$ cat config.mk
export PLATFORM = sky130hd
export DESIGN_NAME = dm_arbiter
export DESIGN_NICKNAME = d
export VERILOG_FILES = /design/src/rtl/dm_arbiter_pkg.sv /design/src/rtl/dm_arb_wait.sv /design/src/rtl/dm_arbiter.sv
export SDC_FILE = /design/constraint.sdc
export NUM_CORES = 1
export LEC_CHECK = 0
export BUFFER_PORTS_ARGS = -buffer_cell sky130_fd_sc_hd__buf_4
export CAP_MARGIN = 40
export CORE_AREA = 2 2 94 96
export CTS_CLUSTER_DIAMETER = 60
export DETAILED_ROUTE_END_ITERATION = 12
export DIE_AREA = 0 0 96 98
export PLACE_DENSITY = 0.87
export SLEW_MARGIN = 20
export SYNTH_ARGS = -nofsm -noshare
export SYNTH_HDL_FRONTEND = slang
export SYNTH_HIERARCHICAL = 1
export SYNTH_SLANG_ARGS = --single-unit
$ cat constraint.sdc
create_clock -name clk -period 4.43 [get_ports clk]
set_clock_uncertainty 0.2 [all_clocks]
set_input_delay 0.886 -clock clk [delete_from_list [all_inputs] [get_ports clk]]
set_output_delay 0.886 -clock clk [all_outputs]
set_load 0.03 [all_outputs]
$ cat src/rtl/dm_arbiter_pkg.sv
// Shared sizing for the data memory port and its arbiter. The dm and the CPU
// top both import these defaults so that address and data widths agree.
package dm_arbiter_pkg;
  localparam int DM_ADDR_W   = 7;
  localparam int DM_DATA_W   = 32;
  localparam int DM_MAX_WAIT = 4;
  localparam int DM_CNT_W    = 16;
  localparam int WAIT_W      = 8;
endpackage

$ cat src/rtl/dm_arb_wait.sv
// Counts how long a DMA request has waited behind CPU traffic and raises
// force_gnt once it has waited MAX_WAIT cycles.
module dm_arb_wait
  import dm_arbiter_pkg::*;
#(
  parameter int MAX_WAIT = DM_MAX_WAIT
) (
  input  logic clk,
  input  logic reset,
  input  logic dma_req,
  input  logic dma_gnt,
  output logic force_gnt
);

  localparam logic [WAIT_W-1:0] WAIT_LIMIT = WAIT_W'(MAX_WAIT);

  logic [WAIT_W-1:0] wait_cnt;

  // A grant or a dropped request restarts the wait; a pending request saturates.
  always_ff @(posedge clk) begin
    if (reset || dma_gnt || !dma_req) begin
      wait_cnt <= '0;
    end else if (wait_cnt != WAIT_LIMIT) begin
      wait_cnt <= wait_cnt + WAIT_W'(1);
    end
  end

  assign force_gnt = (wait_cnt == WAIT_LIMIT);

endmodule

$ cat src/rtl/dm_arbiter.sv
// Shares the single-port data memory between the MEM stage and a DMA/debug
// requester. The CPU owns the port unless DMA finds it idle or has waited too long.
module dm_arbiter
  import dm_arbiter_pkg::*;
#(
  parameter int ADDR_W   = DM_ADDR_W,
  parameter int DATA_W   = DM_DATA_W,
  parameter int MAX_WAIT = DM_MAX_WAIT,
  parameter int CNT_W    = DM_CNT_W
) (
  input  logic              clk,
  input  logic              reset,
  input  logic [ADDR_W-1:0] cpu_addr,
  input  logic              cpu_rd,
  input  logic              cpu_wr,
  input  logic [DATA_W-1:0] cpu_wdata,
  output logic [DATA_W-1:0] cpu_rdata,
  output logic              cpu_stall,
  input  logic              dma_req,
  input  logic              dma_we,
  input  logic [ADDR_W-1:0] dma_addr,
  input  logic [DATA_W-1:0] dma_wdata,
  output logic              dma_gnt,
  output logic [DATA_W-1:0] dma_rdata,
  output logic              dma_rvalid,
  output logic [ADDR_W-1:0] dm_addr,
  output logic              dm_rd,
  output logic              dm_wr,
  output logic [DATA_W-1:0] dm_wdata,
  input  logic [DATA_W-1:0] dm_rdata,
  output logic [CNT_W-1:0]  stall_count
);

  // Handshake: dma_req is held with dma_we/dma_addr/dma_wdata stable until
  // dma_gnt; the access happens in exactly the cycle dma_gnt is high. A read
  // returns dma_rdata with a one-cycle dma_rvalid pulse; there is no back-pressure.

  logic cpu_act;
  logic force_gnt;
  logic dma_own;

  dm_arb_wait #(
    .MAX_WAIT (MAX_WAIT)
  ) u_wait (
    .clk       (clk),
    .reset     (reset),
    .dma_req   (dma_req),
    .dma_gnt   (dma_gnt),
    .force_gnt (force_gnt)
  );

  assign cpu_act = cpu_rd | cpu_wr;
  assign dma_own = dma_req & (~cpu_act | force_gnt);

  always_comb begin
    dm_addr   = cpu_addr;
    dm_rd     = cpu_rd;
    dm_wr     = cpu_wr;
    dm_wdata  = cpu_wdata;
    dma_gnt   = 1'b0;
    cpu_stall = 1'b0;
    if (dma_own) begin
      dm_addr   = dma_addr;
      dm_rd     = ~dma_we;
      dm_wr     = dma_we;
      dm_wdata  = dma_wdata;
      dma_gnt   = 1'b1;
      cpu_stall = cpu_act;
    end
  end

  assign cpu_rdata = dm_rdata;

  // Read data is captured on the grant edge and held until the next read grant.
  always_ff @(posedge clk) begin
    if (reset) begin
      dma_rvalid <= 1'b0;
      dma_rdata  <= '0;
    end else begin
      dma_rvalid <= dma_own & ~dma_we;
      if (dma_own && !dma_we) begin
        dma_rdata <= dm_rdata;
      end
    end
  end

  always_ff @(posedge clk) begin
    if (reset) begin
      stall_count <= '0;
    end else if (cpu_stall && (stall_count != '1)) begin
      stall_count <= stall_count + CNT_W'(1);
    end
  end

endmodule

==> impl_metrics.yaml <==
sta:
  whs_ps: 254
  setup_tns_ps: 0
  slew_headroom_pct: 50.8
  post-route-period-util_pct: 80.5
  hold_viol: 0
  rsz0062_at_grt: "no"
  max_freq_ghz: 0.280
  maxSlewViolCount: 0
  worstMarginPinSlew_ps: 732
  setup_viol: 0
  fin_crit_ps: 3570
grt:
  overflow: 0
  antenna_found_initial: 0
  grt_first_pass_wirelength_um: 15300
  grt_max_degree: 57
  grt_pass1_vias: 3283
  grtUsageTotal_pct: 20.3
setup_path:
  r2r_end: "stall_count[14]"
  crit_path_end_kind: "primary output"
  r2r-start: "u_wait/wait_cnt[0]"
  crit_chain: "inv_1 -> ha_1 -> nand4bb_1 -> nor2_1 -> o21bai_1 -> nand2_1 -> clkinv_1 -> buf_4 -> nor2_1 -> a21oi_1 -> buf_4"
  reg2reg_depth: 8
  arrival_ps: 2480
  cp_data_required_time_ps: 3340
  critPathMaxFanout: 44
  cpPeakStageDelay_ps: 360
  cp.depth: 11
  cp_slowest_cell: "dfxtp_1"
  cp.buffers_inverters: 4
  startpoint_type: "flip-flop"
  regToRegSetupSlack_ps: 1640
  critical_path_class: "flip-flop to primary output"
  crit_family: "buffers and inverters"
synthesis:
  synth_nets: 580
  synth_area_per_cell_um2: 6.87
  yosysTopAreaCellShare_pct: 36.0
  synth_cell_types: 44
  synthCells: 461
  yosys_warnings: 6
  async_reset_ff_share_pct: 0
  yosys-top-cells-area: "dfxtp_1 (36%), nand2_1 (23%), a21oi_1 (7.6%)"
  synth_edf_count: 0
  synthFlopType: "dfxtp_1"
  synth-seq-cells: 57
  syn-cell-area_um2: 3170
  ys_seq_area_share_pct: 36.0
  yosysTopAreaCell: "dfxtp_1"
pwr:
  power_density_nw_per_um2: 275
  internal_power_uw: 984
  swShare_pct: 29.0
  leakage_uw: 0.00243
  power_frac_clock_pct: 37.7
  ir_drop_uv: 213
  p_switching_uw: 401
  power_frac_seq_pct: 37.9
  combinationalPowerShare_pct: 24.4
routing:
  top_layer: "met4"
  drt-met1-wl_um: 4140
  drt_iter0_drc: 153
  wl_met2_um: 5340
  ant_nets: 0
  vias: 3754
  drtPass1Iterations: 5
  drt_wl_total_um: 10200
  wl_per_cell_um: 13.1
  via_per_inst: 4.85
  drc: 0
  dr_wl_met3_um: 588
min_path:
  worstHoldEndpoint: "dma_rdata[21]"
  hp-start: "dma_rdata[21]"
  hold_path_depth: 2
  hp-class: "flip-flop to flip-flop"
clock_network:
  postCtsHoldBufs: 0
  numCtsBuffers: 9
  cts_tree: "done"
  clock_sinks: 57
  clockBufferDepth: 2
  htree_levels: 3
  cts_resized: 0
  clock-root-buffer: "clkbuf_8"
  worstSkewPairLatency_ps: 320
  clk_pin_slew_worst_paths_ps: 70
  cts_setup_buffers: 0
finish:
  multiInputGateArea_um2: 1670
  fill_cells: 742
  regArea_um2: 1140
  diodes: 0
  nets: 780
  syn2layout_area_growth_pct: 58.8
  drive_above_1_share_pct: 40.5
floorplan:
  die_x_um: 96
  start_util_pct: 37.4
  die_h_um: 98
  rows: 34
  core_um2: 8470
  ios: 240
  dieArea_um2: 9410
run_status:
  status: "completed"
run:
  cap_violations: 0
placed_design:
  gp_congestion: 0.825
  detailed_place_hpwl_um: 7940
  io_buffers: 239
## metrics by stage
step	std cells	power (uW)	setup WS (ps)	util, %	cell area [um2]
after floorplan	461	721	1150	-	3170
final	774	1380	863	59.4	5030
after CTS	774	1400	853	59.4	5030
after global routing	774	1450	634	59.4	5030
after global placement	757	870	1280	56.7	4800
after detailed placement	758	874	1240	56.8	4810
## cell usage in the layout, fill, tap and decap left out, drive strengths merged, types with 8 or more instances in the layout
cell type  instances
nor3               9
dfxtp             57
clkbuf             9
nand3             11
buf              243
a21oi             48
o21ai              9
nand2            191
or3                8
inv                9
nor2              10
## flip-flops by register name, summed over array words and instances (netlist names)
name             count
dma_rdata           32
dma_rvalid           1
stall_count         16
u_wait/wait_cnt      8
## how the worst max path moves through the flow
stage	startpoint	to	slack [ps]
3_5_place_dp	u_wait/wait_cnt[0]	dm_rd	1240
4_1_cts	u_wait/wait_cnt[0]	dm_rd	850
5_1_grt	u_wait/wait_cnt[0]	dm_rd	630
6_report	u_wait/wait_cnt[0]	dm_rd	860
2_1_floorplan	u_wait/wait_cnt[4]	dm_addr[0]	1150
3_3_place_gp	cpu_rd	dm_rd	1280
## metal layers
layer | vias to the layer above | track usage [%]
li1 | 1901 | -
met1 | 1703 | 24.1
met2 | 140 | 35.6
met3 | 10 | 5.02
met4 | 0 | 5.82
met5 | - | 0
## worst min-delay path, delay by kind of cell (launching register included)
family	cells	cell delay [ps]
flops	1	310
simple gates	1	50
compound gates	1	50
## synthesized netlist by cell type (2+ instances only)
library cell,instances
nand3_1,11
nand2b_1,2
ha_1,3
inv_1,9
nor4_2,2
a21oi_1,48
nand2_1,191
or4_1,5
or3_1,8
clkbuf_1,20
xor2_1,2
a311oi_1,2
and4_1,2
mux2_2,4
o21ai_0,8
buf_4,32
a31oi_1,2
dfxtp_1,57
nand4_2,4
nor2_1,10
nor2b_1,5
nor3_1,9
o31ai_1,4
## power by group through the flow
stage	Sequential [uW]	Combinational [uW]	Clock (uW)
finish	524	338	522
global route	525	360	565
CTS	524	339	536
detailed placement	536	338	0
global placement	535	334	0
floorplan	548	173	0
## kinds of logic after synthesis
group	Yosys count	share of synthesized area, %
adders and majority gates	3	1.18
buffers and inverters	64	11.4
AOI/OAI and AO/OA	74	13.3
and+or+nand+nor	256	35.7
DFF	57	36.0
muxes	5	1.74
xor gates and xnor gates	2	0.553
## cell type report
cell class	instances	share of cell area (%)
clock buffer	9	2.46
inverter	10	0.746
multi-input combinational	340	33.1
timing repair buffer	243	36.4
tap	108	2.69
sequential	57	22.7
clock inverter	7	1.89
(Power assumes the default switching activity.)
